### src/rtl/lector_mem_pkg.sv
// Shared constants for the instruction-memory reader: FSM state codes,
// alignment width and the end-of-program marker shared with program_counter.
package lector_mem_pkg;

    localparam logic [2:0] E_INICIO      = 3'd0;
    localparam logic [2:0] E_PEDIR_BAJO  = 3'd1;
    localparam logic [2:0] E_ESPERA_BAJO = 3'd2;
    localparam logic [2:0] E_PEDIR_ALTO  = 3'd3;
    localparam logic [2:0] E_ESPERA_ALTO = 3'd4;
    localparam logic [2:0] E_ENTREGA     = 3'd5;

    localparam int unsigned ALINEACION_BITS = 2;
    localparam logic [31:0] FIN_PROGRAMA    = 32'hFFFF_FFFF;

endpackage

### src/rtl/lector_memoria_instrucciones_ensamblador_palabra.sv
// Assembles two half-words into one instruction word; the visible word only
// changes when carga_salida_i is asserted, so partial words never leak out.
module ensamblador_palabra
#(
    parameter int unsigned BITS_MITAD = 16
) (
    input  logic                    clk,
    input  logic                    rst_n,
    input  logic                    carga_bajo_i,
    input  logic                    carga_alto_i,
    input  logic                    carga_salida_i,
    input  logic [BITS_MITAD-1:0]   dato_bajo_i,
    input  logic [BITS_MITAD-1:0]   dato_alto_i,
    output logic [2*BITS_MITAD-1:0] palabra_o
);

    logic [BITS_MITAD-1:0]   bajo_q, bajo_d;
    logic [BITS_MITAD-1:0]   alto_q, alto_d;
    logic [2*BITS_MITAD-1:0] palabra_q, palabra_d;

    // Bypass the half being loaded this cycle so the output can load together with it.
    always_comb begin
        bajo_d    = carga_bajo_i ? dato_bajo_i : bajo_q;
        alto_d    = carga_alto_i ? dato_alto_i : alto_q;
        palabra_d = carga_salida_i ? {alto_d, bajo_d} : palabra_q;
    end

    always_ff @(posedge clk or negedge rst_n) begin
        if (!rst_n) begin
            bajo_q    <= '0;
            alto_q    <= '0;
            palabra_q <= '0;
        end else begin
            bajo_q    <= bajo_d;
            alto_q    <= alto_d;
            palabra_q <= palabra_d;
        end
    end

    assign palabra_o = palabra_q;

endmodule

### src/rtl/lector_memoria_instrucciones.sv
// Instruction fetch responder: two 16-bit reads per 32-bit word, little-endian.
// Optional single-entry line cache enabled with macro LECTOR_CACHE_LINEA_EN.
module lector_memoria_instrucciones
    import lector_mem_pkg::*;
#(
    parameter int unsigned BITS_DIRECCION_MEMORIA = 14,
    parameter int unsigned BITS_DATOS_MEM         = 16
) (
    input  logic                                clk,
    input  logic                                reset,
    input  logic                                leer_siguiente_inst,
    input  logic [BITS_DIRECCION_MEMORIA-1:0]   direccion_siguiente_inst,
    output logic                                mem_leer,
    output logic [BITS_DIRECCION_MEMORIA-2:0]   mem_direccion,
    input  logic [BITS_DATOS_MEM-1:0]           mem_dato,
    input  logic                                mem_dato_valido,
    output logic [2*BITS_DATOS_MEM-1:0]         instruccion_actual,
    output logic                                lectura_completada,
    output logic                                error_alineacion,
    output logic                                ocupado
);

    localparam int unsigned TAMANO_INSTRUCCION = 2 * BITS_DATOS_MEM;
    localparam int unsigned BITS_DIR_REG       = BITS_DIRECCION_MEMORIA - ALINEACION_BITS;

    logic [2:0]                          estado_q, estado_d;
    logic [BITS_DIR_REG-1:0]             dir_q, dir_d;
    logic                                error_q, error_d;
    logic                                mem_leer_q, mem_leer_d;
    logic [BITS_DIRECCION_MEMORIA-2:0]   mem_dir_q, mem_dir_d;
    logic                                completada_q, completada_d;
    logic                                ocupado_q, ocupado_d;
    logic                                carga_bajo_c, carga_alto_c, carga_salida_c;
    logic [BITS_DATOS_MEM-1:0]           dato_bajo_c, dato_alto_c;

`ifdef LECTOR_CACHE_LINEA_EN
    logic [BITS_DIR_REG-1:0]             cache_tag_q;
    logic                                cache_valido_q;
    logic [TAMANO_INSTRUCCION-1:0]       cache_dato_q;
    logic                                acierto_c;

    assign acierto_c = cache_valido_q &&
        (cache_tag_q == direccion_siguiente_inst[BITS_DIRECCION_MEMORIA-1:ALINEACION_BITS]);

    // The assembled word is already on instruccion_actual during E_ENTREGA.
    always_ff @(posedge clk or negedge reset) begin
        if (!reset) begin
            cache_tag_q    <= '0;
            cache_valido_q <= 1'b0;
            cache_dato_q   <= '0;
        end else if (estado_q == E_ENTREGA) begin
            cache_tag_q    <= dir_q;
            cache_valido_q <= 1'b1;
            cache_dato_q   <= instruccion_actual;
        end
    end
`endif

    always_comb begin
        estado_d     = estado_q;
        dir_d        = dir_q;
        error_d      = error_q;
        carga_bajo_c = 1'b0;
        carga_alto_c = 1'b0;
        dato_bajo_c  = mem_dato;
        dato_alto_c  = mem_dato;
        case (estado_q)
            E_INICIO: begin
                if (leer_siguiente_inst) begin
                    dir_d    = direccion_siguiente_inst[BITS_DIRECCION_MEMORIA-1:ALINEACION_BITS];
                    estado_d = E_PEDIR_BAJO;
                    if (direccion_siguiente_inst[ALINEACION_BITS-1:0] != '0) begin
                        error_d = 1'b1;
                    end
`ifdef LECTOR_CACHE_LINEA_EN
                    if (acierto_c) begin
                        estado_d     = E_ENTREGA;
                        carga_bajo_c = 1'b1;
                        carga_alto_c = 1'b1;
                        dato_bajo_c  = cache_dato_q[BITS_DATOS_MEM-1:0];
                        dato_alto_c  = cache_dato_q[TAMANO_INSTRUCCION-1:BITS_DATOS_MEM];
                    end
`endif
                end
            end
            E_PEDIR_BAJO:  estado_d = E_ESPERA_BAJO;
            E_ESPERA_BAJO: begin
                if (mem_dato_valido) begin
                    carga_bajo_c = 1'b1;
                    estado_d     = E_PEDIR_ALTO;
                end
            end
            E_PEDIR_ALTO:  estado_d = E_ESPERA_ALTO;
            E_ESPERA_ALTO: begin
                if (mem_dato_valido) begin
                    carga_alto_c = 1'b1;
                    estado_d     = E_ENTREGA;
                end
            end
            E_ENTREGA:     estado_d = E_INICIO;
            default:       estado_d = E_INICIO;
        endcase

        // Outputs are registered from the next state so they line up with it.
        mem_leer_d     = (estado_d == E_PEDIR_BAJO) || (estado_d == E_PEDIR_ALTO);
        mem_dir_d      = mem_leer_d ? {dir_d, (estado_d == E_PEDIR_ALTO)} : mem_dir_q;
        completada_d   = (estado_d == E_ENTREGA);
        carga_salida_c = completada_d;
        ocupado_d      = (estado_d != E_INICIO);
    end

    always_ff @(posedge clk or negedge reset) begin
        if (!reset) begin
            estado_q     <= E_INICIO;
            dir_q        <= '0;
            error_q      <= 1'b0;
            mem_leer_q   <= 1'b0;
            mem_dir_q    <= '0;
            completada_q <= 1'b0;
            ocupado_q    <= 1'b0;
        end else begin
            estado_q     <= estado_d;
            dir_q        <= dir_d;
            error_q      <= error_d;
            mem_leer_q   <= mem_leer_d;
            mem_dir_q    <= mem_dir_d;
            completada_q <= completada_d;
            ocupado_q    <= ocupado_d;
        end
    end

    ensamblador_palabra #(
        .BITS_MITAD (BITS_DATOS_MEM)
    ) u_ensamblador (
        .clk            (clk),
        .rst_n          (reset),
        .carga_bajo_i   (carga_bajo_c),
        .carga_alto_i   (carga_alto_c),
        .carga_salida_i (carga_salida_c),
        .dato_bajo_i    (dato_bajo_c),
        .dato_alto_i    (dato_alto_c),
        .palabra_o      (instruccion_actual)
    );

    assign mem_leer           = mem_leer_q;
    assign mem_direccion      = mem_dir_q;
    assign lectura_completada = completada_q;
    assign error_alineacion   = error_q;
    assign ocupado            = ocupado_q;

endmodule

### config.mk
export PLATFORM = sky130hd
export DESIGN_NAME = lector_memoria_instrucciones
export DESIGN_NICKNAME = d
export VERILOG_FILES = /design/src/rtl/lector_mem_pkg.sv /design/src/rtl/lector_memoria_instrucciones_ensamblador_palabra.sv /design/src/rtl/lector_memoria_instrucciones.sv
export SDC_FILE = /design/constraint.sdc
export NUM_CORES = 1
export LEC_CHECK = 0
export BUFFER_PORTS_ARGS = -buffer_cell sky130_fd_sc_hd__buf_4
export CAP_MARGIN = 20
export CELL_PAD_IN_SITES_DETAIL_PLACEMENT = 1
export CELL_PAD_IN_SITES_GLOBAL_PLACEMENT = 1
export CORE_UTILIZATION = 40
export DETAILED_ROUTE_END_ITERATION = 8
export PLACE_DENSITY_LB_ADDON = 0.05
export SLEW_MARGIN = 20
export SYNTH_ARGS = -nofsm -noshare
export SYNTH_HDL_FRONTEND = slang
export SYNTH_SLANG_ARGS = --single-unit
### constraint.sdc
create_clock -name clk -period 1.8 [get_ports clk]
set_input_delay 0.09 -clock clk [delete_from_list [all_inputs] [get_ports clk]]
set_output_delay 0.09 -clock clk [all_outputs]
set_load 0.05 [all_outputs]
==> reports/qor.log, run 1 <==
INFO  critical_path  r2r_end=mem_direccion[10]$_DFFE_PN0P_
INFO  drt            wl_per_cell=14.7um
INFO  layout         share_of_final_layout_standard_cells_stronger_than_drive_strength_1=42.7%
INFO  cts            h-tree-depth=3
INFO  critical_path  worst_path_largest_cell_delay=0.47ns
INFO  cts            cts.clk_slew.worst_paths=0.08ns
INFO  critical_path  reg2reg_setup_slack=0.23ns
INFO  placed_design  placement.io_buffers=82
INFO  grt            grt-busiest-layer=met2
INFO  synthesis      synth_sequential_area_ratio=62.8%
INFO  critical_path  ff2ff_path_depth=4
INFO  synthesis      ys_ff_latch=80
INFO  cts            number_of_buffers_on_the_longest_clock_path=2
INFO  job            max_capacitance_violation_total=0
INFO  synthesis      synth.largest_area_cell=dfrtp_1
INFO  grt            grt_first_pass_wirelength=12500um
INFO  grt            grtUsageTotal=19.5%
INFO  synthesis      synth.most_common_cell=nand2_1
INFO  timing         hold_violations=0
INFO  timing         hold_slack=0.0509ns
INFO  critical_path  setup.worst_path.start_class=register
INFO  layout         n_antenna_cell=0
INFO  grt            met1_usage=23.6%
INFO  layout         area.growth.synth_to_final=39.7%
INFO  drt            num_vias=2309
INFO  timing         finClkSkew=0.0150ns
INFO  critical_path  timing.critical_path.arrival=1.79ns
INFO  floorplanning  io_pins=83
INFO  synthesis      synth-warning-count=0
INFO  critical_path  worst_setup_path_startpoint=estado_q[1]$_DFF_PN0_
INFO  placed_design  gp_congestion=0.667
INFO  critical_path  timing.critical_path.required=2.02ns
INFO  critical_path  crit_chain=nand2b_4 > a211oi_4 > buf_12 > mux2_2
INFO  drt            detail_route.iter0.violations=56
INFO  cts            total_of_cells_resized_after_clock_tree_synthesis=0
INFO  synthesis      syn_avg_cell_area=12.2um^2
INFO  floorplanning  placementRows=32
INFO  synthesis      synth_nets=296
INFO  cts            latest_clock_arrival_within_the_worst_skew_pair=0.34ns
INFO  layout         fillCellCount=822
INFO  timing         drv_slew=0
INFO  timing         timing.max_slew.rel_slack=71.8%
INFO  critical_path  cp_slowest_cell=dfrtp_1
INFO  synthesis      yosys-top-cells-area=dfrtp_1 63%, mux2_2 18%, nand2_1 12%, buf_2 1.3%, buf_6 0.71%
INFO  grt            first_global_vias=2507
INFO  synthesis      synth.cell_area=0.00319mm^2
INFO  synthesis      postSynth.asyncResetShare=100%
INFO  synthesis      synth.distinct_cells=24
INFO  power          power.leakage=2.18nW
INFO  synthesis      synth_commonest_cells=98 x nand2_1, 80 x dfrtp_1, 52 x mux2_2
INFO  synthesis      synth_cells=262
INFO  timing         worst_slew_pin_slew=0.423ns
INFO  grt            antenna_found_initial=0
INFO  floorplanning  design.die.area=0.00833mm^2
INFO  cts            tritoncts_num_sinks=80
INFO  power          cellPowerDensity=1950mW/mm^2
INFO  cts            tritoncts=yes
INFO  timing         final.min_clock_period=1.57ns
INFO  grt            overflow=0
INFO  timing         rsz0062_at_grt=false
INFO  critical_path  critical_path.endpoint_type=register
INFO  drt            final_antenna_net_count=0
INFO  run_status     run_status=finished clean
INFO  grt            grt_use_met3=4.10%
INFO  synthesis      synth.top_cell.area_share=62.8%
INFO  layout         design.final.nets=413
INFO  drt            detailedRoute.firstPassIterationCount=4
INFO  grt            met2_grt_util=34.0%
INFO  drt            route.detailed.drc=0
INFO  floorplanning  floorplan.initialDensity=41.2%
INFO  critical_path  critical_path.max_fanout=14
INFO  timing         max_clock_freq=0.638GHz
INFO  placed_design  hpwl=4680um
INFO  drt            routed_via_density=4.75
INFO  critical_path  worstReg2RegStart=estado_q[1]$_DFF_PN0_
INFO  floorplanning  die_w=91.3um
INFO  floorplanning  dieHeight=91.3um
INFO  synthesis      synth_ff_type=dfrtp_1
INFO  timing         setup-violations-final=0
INFO  hold_path      worst_hold_path_type=input pin to register
INFO  grt            grt_max_degree=52
INFO  critical_path  timing.critical_path.to=mem_direccion[10]$_DFFE_PN0P_
INFO  floorplanning  core_area=0.00773mm^2
INFO  power          irDropWorstVdd=800uV
INFO  timing         final.period_utilization=87.1%
INFO  cts            numCtsBuffers=9
INFO  cts            cts-root-buf=clkbuf_8
INFO  critical_path  timing.setup.critical_path_class=register to register
INFO  timing         setup_tns=0ns
INFO  drt            wirelength=7120um
INFO  synthesis      number_of_enable_flip_flop_cells_after_synthesis=0
## power breakdown
group | switching (W) | leakage [nW] | total, W | internal, W
Clock | 0.000639 | 0.0993 | 0.00132 | 0.000677
Combinational | 0.00260 | 1.11 | 0.00424 | 0.00164
Sequential | 0.000495 | 0.975 | 0.00313 | 0.00264
## placed cells by master, fill, tap and decap left out, types with 2 or more instances in the layout
cell type,Yosys,final
buf_4,1,86
buf_12,0,4
dfrtp_1,80,80
clkinv_2,0,2
clkbuf_8,0,10
mux2_2,52,52
nor2_1,3,3
dlygate4sd3_1,0,29
nand2_1,98,98
## layout make-up
class / instances / area [um^2] / share of cell area, %
tap: 102 / 128 / 2.87
clock buffer: 11 / 141 / 3.18
sequential: 80 / 2000 / 45.0
inverter: 2 / 7.51 / 0.169
clock inverter: 5 / 56.3 / 1.27
multi-input combinational: 167 / 1100 / 24.7
timing repair buffer: 119 / 1020 / 22.8
## what timing repair did
item                                   4_1_cts  5_1_grt
hold buffers                                29        0
buffers inserted                             0        0
endpoints found under the hold margin       73        0
## worst min-delay path by stage
stage | slack [ns] | depth (start not counted) | end | start
floorplan | -0.21 | 0 | dir_q[0]$_DFF_PN0_ | reset
global placement | 0.05 | 1 | dir_q[7]$_DFF_PN0_ | reset
detailed placement | 0.05 | 1 | dir_q[7]$_DFF_PN0_ | reset
CTS | 0.03 | 3 | error_alineacion$_DFFE_PN0P_ | direccion_siguiente_inst[1]
global route | 0.04 | 3 | error_alineacion$_DFFE_PN0P_ | direccion_siguiente_inst[1]
finish | 0.05 | 3 | error_alineacion$_DFFE_PN0P_ | direccion_siguiente_inst[1]
## sequential cells by signal, indices dropped and copies added (netlist names), 3 cells and up
register                 flops
dir_q                       12
mem_direccion               13
u_ensamblador.bajo_q        16
estado_q                     3
u_ensamblador.palabra_o     32
## per-stage QoR
stage	total power (W)	instances	setup slack, ns	cell area, um^2	utilization [%]
final	0.00869	486	0.232	4450	57.6
after global routing	0.00921	486	0.101	4450	57.6
after CTS	0.00882	486	0.199	4450	57.6
after detailed placement	0.00742	441	0.208	3960	51.3
after global placement	0.00728	441	0.299	3960	51.3
after floorplan	0.00609	262	0.226	3190	-
## kinds of logic after synthesis
logic type | share of synthesized area (%)
mux | 18.7
xor+xnor | 0.275
simple gates | 14.3
flops | 62.8
compound gates | 1.26
buf+inv | 2.67
## routing by layer
metal  share of wire [%]  vias up  routed length (um)
met5                   0        -                   0
met4                 1.3        0                  92
met3                 3.9        8                 279
met2                  52       55                3730
met1                  42     1166                3020
li1                    -     1080                   -
## worst max-delay path, delay by kind of cell, from the launching register on
kind | cells | cell delay (ns)
flip-flops | 1 | 0.47
multiplexers | 1 | 0.33
AO/OA/AOI/OAI | 1 | 0.27
AND/OR/NAND/NOR | 1 | 0.19
buffers and inverters | 1 | 0.18
Note: power is estimated with default switching activity, not from simulation.
==> inputs of run 2 (changes only) <==
CORE_UTILIZATION = 44   (was 40)
SYNTH_HIERARCHICAL = 1   (was default)
==> run 2 against run 1 <==
Via count up 2.7%. Power up 21%. Utilization up 4.7 points. Global-route usage up 0.40 points.
==> reports/qor.log, run 2 <==
INFO  run_status     run_status=finished clean [unchanged]
INFO  placed_design  placement.io_buffers=82 [unchanged]
INFO  power          irDropWorstVdd=902uV [was 800 uV]
INFO  synthesis      synthMuxAreaShare=26.7% [was 18.7%]
INFO  synthesis      synth.largest_area_cell=dfrtp_1 [unchanged]
INFO  synthesis      synth_ff_type=dfrtp_1 [unchanged]
INFO  job            max_capacitance_violation_total=0 [unchanged]
INFO  floorplanning  io_pins=83 [unchanged]
INFO  synthesis      synth_xor_xnor_area_share=0.224% [was 0.275%]
INFO  grt            grt_first_pass_wirelength=13500um [was 12500 um]
INFO  cts            numCtsBuffers=9 [unchanged]
INFO  synthesis      synth_nets=278 [was 296]
INFO  critical_path  worstReg2RegStart=estado_q[1]$_DFF_PN0_ [unchanged]
INFO  power          power.total=0.0105W [was 0.00869 W]
INFO  synthesis      synth.cell_area=0.00390mm^2 [was 0.00319 mm^2]
INFO  layout         fillCellCount=799 [was 822]
INFO  drt            route.detailed.drc=0 [unchanged]
INFO  synthesis      postSynth.asyncResetShare=100% [unchanged]
INFO  synthesis      synth.most_common_cell=dfrtp_1 [was nand2_1]
INFO  synthesis      number_of_enable_flip_flop_cells_after_synthesis=0 [unchanged]
INFO  drt            final_antenna_net_count=0 [unchanged]
INFO  synthesis      syn_avg_cell_area=16.0um^2 [was 12.2 um^2]
INFO  synthesis      synth_adder_area_share=0% [unchanged]
INFO  placed_design  gp_congestion=0.763 [was 0.667]
INFO  synthesis      main_combinational_cell_family_by_area_after_synthesis=multiplexers [unchanged]
INFO  placed_design  hpwl=5250um [was 4680 um]
INFO  synthesis      yosys-top-cells-area=dfrtp_1 62%, mux2_4 18%, mux2_2 8.4%, o22ai_1 1.9%, a21oi_1 1.5% [was dfrtp_1 63%, mux2_2 18%, nand2_1 12%, buf_2 1.3%, buf_6 0.71%]
INFO  synthesis      synth_commonest_cells=96 x dfrtp_1, 47 x mux2_4, 29 x mux2_2 [was 98 x nand2_1, 80 x dfrtp_1, 52 x mux2_2]
INFO  grt            overflow=0 [unchanged]
INFO  power          pint=0.00629W [was 0.00495 W]
INFO  cts            tritoncts=yes [unchanged]
INFO  cts            h-tree-depth=3 [unchanged]
INFO  critical_path  setup.worst_path.start_class=register [unchanged]
INFO  grt            grtUsageTotal=19.9% [was 19.5%]
INFO  critical_path  timing.critical_path.arrival=2.01ns [was 1.79 ns]
INFO  critical_path  critical_path.endpoint_type=register [unchanged]
INFO  power          switching_share=40.0% [was 43.0%]
INFO  layout         final_non_filler_cell_total=477 [was 486]
INFO  synthesis      synth_cells=244 [was 262]
INFO  floorplanning  floorplan.initialDensity=46.6% [was 41.2%]
INFO  layout         most_common_library_cell_in_the_layout_ignoring_fill_and_taps=dfrtp_1 [was nand2_1]
INFO  drt            wirelength=8270um [was 7120 um]
INFO  critical_path  ff2ff_path_depth=5 [was 4]
INFO  drt            wl_per_cell=17.3um [was 14.7 um]
INFO  grt            grt_max_degree=39 [was 52]
INFO  layout         design.final.nets=401 [was 413]
INFO  drt            detail_route.iter0.violations=74 [was 56]
INFO  synthesis      synth.top_cell.area_share=61.5% [was 62.8%]
INFO  power          comb_power_share=48.3% [was 48.8%]
INFO  timing         rsz0062_at_grt=true [was false]
INFO  floorplanning  dieHeight=96.2um [was 91.3 um]
INFO  cts            cts.clk_slew.worst_paths=0.09ns [was 0.08 ns]
INFO  timing         final.period_utilization=98.1% [was 87.1%]
INFO  power          power.share.sequential=35.2% [was 36.0%]
INFO  synthesis      synth_sequential_area_ratio=61.5% [was 62.8%]
INFO  critical_path  critical_path.max_fanout=9 [was 14]
INFO  power          cellPowerDensity=2010mW/mm^2 [was 1950 mW/mm^2]
INFO  critical_path  reg2reg_setup_slack=0.03ns [was 0.23 ns]
INFO  floorplanning  die_w=96.2um [was 91.3 um]
INFO  timing         worst_slew_pin_slew=0.459ns [was 0.423 ns]
INFO  timing         finClkSkew=0.0127ns [was 0.0150 ns]
INFO  cts            latest_clock_arrival_within_the_worst_skew_pair=0.36ns [was 0.34 ns]
INFO  synthesis      synth.distinct_cells=24 [unchanged]
INFO  critical_path  worst_setup_path_startpoint=estado_q[1]$_DFF_PN0_ [unchanged]
INFO  synthesis      synth-simple-area-share=2.18% [was 14.3%]
INFO  critical_path  r2r_end=u_ensamblador/palabra_o[22]$_DFFE_PN0P_ [was mem_direccion[10]$_DFFE_PN0P_]
INFO  power          power.clock.fraction=16.5% [was 15.1%]
INFO  drt            routed_via_density=4.97 [was 4.75]
INFO  timing         max_clock_freq=0.566GHz [was 0.638 GHz]
INFO  timing         hold_slack=0.0310ns [was 0.0509 ns]
INFO  hold_path      worst_hold_path_type=input pin to register [unchanged]
INFO  synthesis      synth-warning-count=6 [was 0]
INFO  timing         final.min_clock_period=1.77ns [was 1.57 ns]
INFO  cts            cts-root-buf=clkbuf_8 [unchanged]
INFO  cts            number_of_buffers_on_the_longest_clock_path=2 [unchanged]
INFO  floorplanning  placementRows=33 [was 32]
INFO  layout         layout.cells.most_common_list=95 x dfrtp_1, 93 x buf_4, 47 x mux2_4 [was 98 x nand2_1, 86 x buf_4, 80 x dfrtp_1]
INFO  timing         hold_violations=0 [unchanged]
INFO  placed_design  placedCellCount=429 [was 441]
INFO  power          power.leakage=2.52nW [was 2.18 nW]
INFO  layout         share_of_final_layout_standard_cells_stronger_than_drive_strength_1=51.6% [was 42.7%]
INFO  cts            tritoncts_num_sinks=96 [was 80]
INFO  floorplanning  core_area=0.00838mm^2 [was 0.00773 mm^2]
INFO  grt            antenna_found_initial=0 [unchanged]
INFO  floorplanning  design.die.area=0.00925mm^2 [was 0.00833 mm^2]
INFO  timing         timing.max_slew.rel_slack=69.4% [was 71.8%]
INFO  layout         utilization=62.3% [was 57.6%]
INFO  layout         max_ffs_per_register=32 [unchanged]
INFO  hold_path      timing.hold.worst.start=leer_siguiente_inst [was direccion_siguiente_inst[1]]
INFO  drt            num_vias=2372 [was 2309]
INFO  layout         n_antenna_cell=0 [unchanged]
INFO  synthesis      ys_ff_latch=96 [was 80]
INFO  synthesis      synth-compound-area-share=4.20% [was 1.26%]
INFO  drt            detailedRoute.firstPassIterationCount=4 [unchanged]
INFO  timing         drv_slew=0 [unchanged]
INFO  power          net-switching-power=0.00419W [was 0.00374 W]
INFO  critical_path  timing.setup.critical_path_class=register to register [unchanged]
INFO  grt            first_global_vias=2553 [was 2507]
INFO  critical_path  timing.critical_path.required=2.04ns [was 2.02 ns]
INFO  critical_path  timing.critical_path.to=u_ensamblador/palabra_o[22]$_DFFE_PN0P_ [was mem_direccion[10]$_DFFE_PN0P_]
INFO  layout         area.growth.synth_to_final=33.8% [was 39.7%]
INFO  timing         setup-violations-final=0 [unchanged]
==> run 2: timing repair <==
item | CTS | global route
hold endpoints to repair | 76 | 0
setup buffers | 0 | 1
hold buffers | 31 | 0
setup endpoints to repair | 0 | 17
gates resized for setup | 0 | 1
==> run 2: critical path: stages, from the launching register on <==
cell	delay, ns
dfrtp_1	0.38
nand2b_1	0.22
nor3b_4	0.22
buf_4	0.25
mux2_4	0.33
mux2_4	0.26
==> run 2: kinds of logic after synthesis <==
group           count (synthesis)
xor+xnor                        1
compound gates                 28
buf+inv                        29
simple gates                   13
flops                          96
mux                            77
==> run 2: how the worst min path moves through the flow <==
stage | to | slack (ns) | depth (start not counted)
4_1_cts | ocupado$_DFF_PN0_ | 0.01 | 3
5_1_grt | ocupado$_DFF_PN0_ | 0.05 | 3
2_1_floorplan | dir_q[0]$_DFF_PN0_ | -0.21 | 0
6_report | ocupado$_DFF_PN0_ | 0.03 | 3
3_5_place_dp | mem_direccion[2]$_DFFE_PN0P_ | 0.07 | 1
3_3_place_gp | mem_direccion[2]$_DFFE_PN0P_ | 0.07 | 1
==> run 2: routing by layer <==
metal,up-vias,part of all wire [%],GRT usage [%]
met5,-,0,0
met4,0,1.4,8.08
met2,61,49,32.4
li1,1089,-,-
met1,1213,45,26.3
met3,9,4.4,3.79
==> run 2: power by group through the flow <==
| stage | logic (W) | clock network (W) | registers, W |
|---|---|---|---|
| global placement | 0.00489 | 0 | 0.00368 |
| finish | 0.00506 | 0.00173 | 0.00369 |
| CTS | 0.00509 | 0.00178 | 0.00371 |
| global route | 0.00537 | 0.00187 | 0.00381 |
| detailed placement | 0.00501 | 0 | 0.00373 |
| floorplan | 0.00197 | 0 | 0.00536 |
==> run 2: layout make-up <==
type	count	area (um^2)	share of cell area, %
Sequential cell	96	2400	46.0
Multi-Input combinational cell	119	1320	25.2
Timing Repair Buffer	127	1070	20.5
Clock buffer	10	138	2.63
Tap cell	105	131	2.51
Clock inverter	6	115	2.20
Inverter	14	52.6	1.01
==> run 2: through the flow <==
step           setup WS, ns  instance area, um^2  TNS [ns]
5_1_grt             -0.0331                 5230    -0.201
3_5_place_dp         0.0370                 4650         0
4_1_cts              0.0136                 5220         0
3_3_place_gp          0.107                 4650         0
6_report             0.0342                 5230         0
2_1_floorplan       0.00532                 3910         0
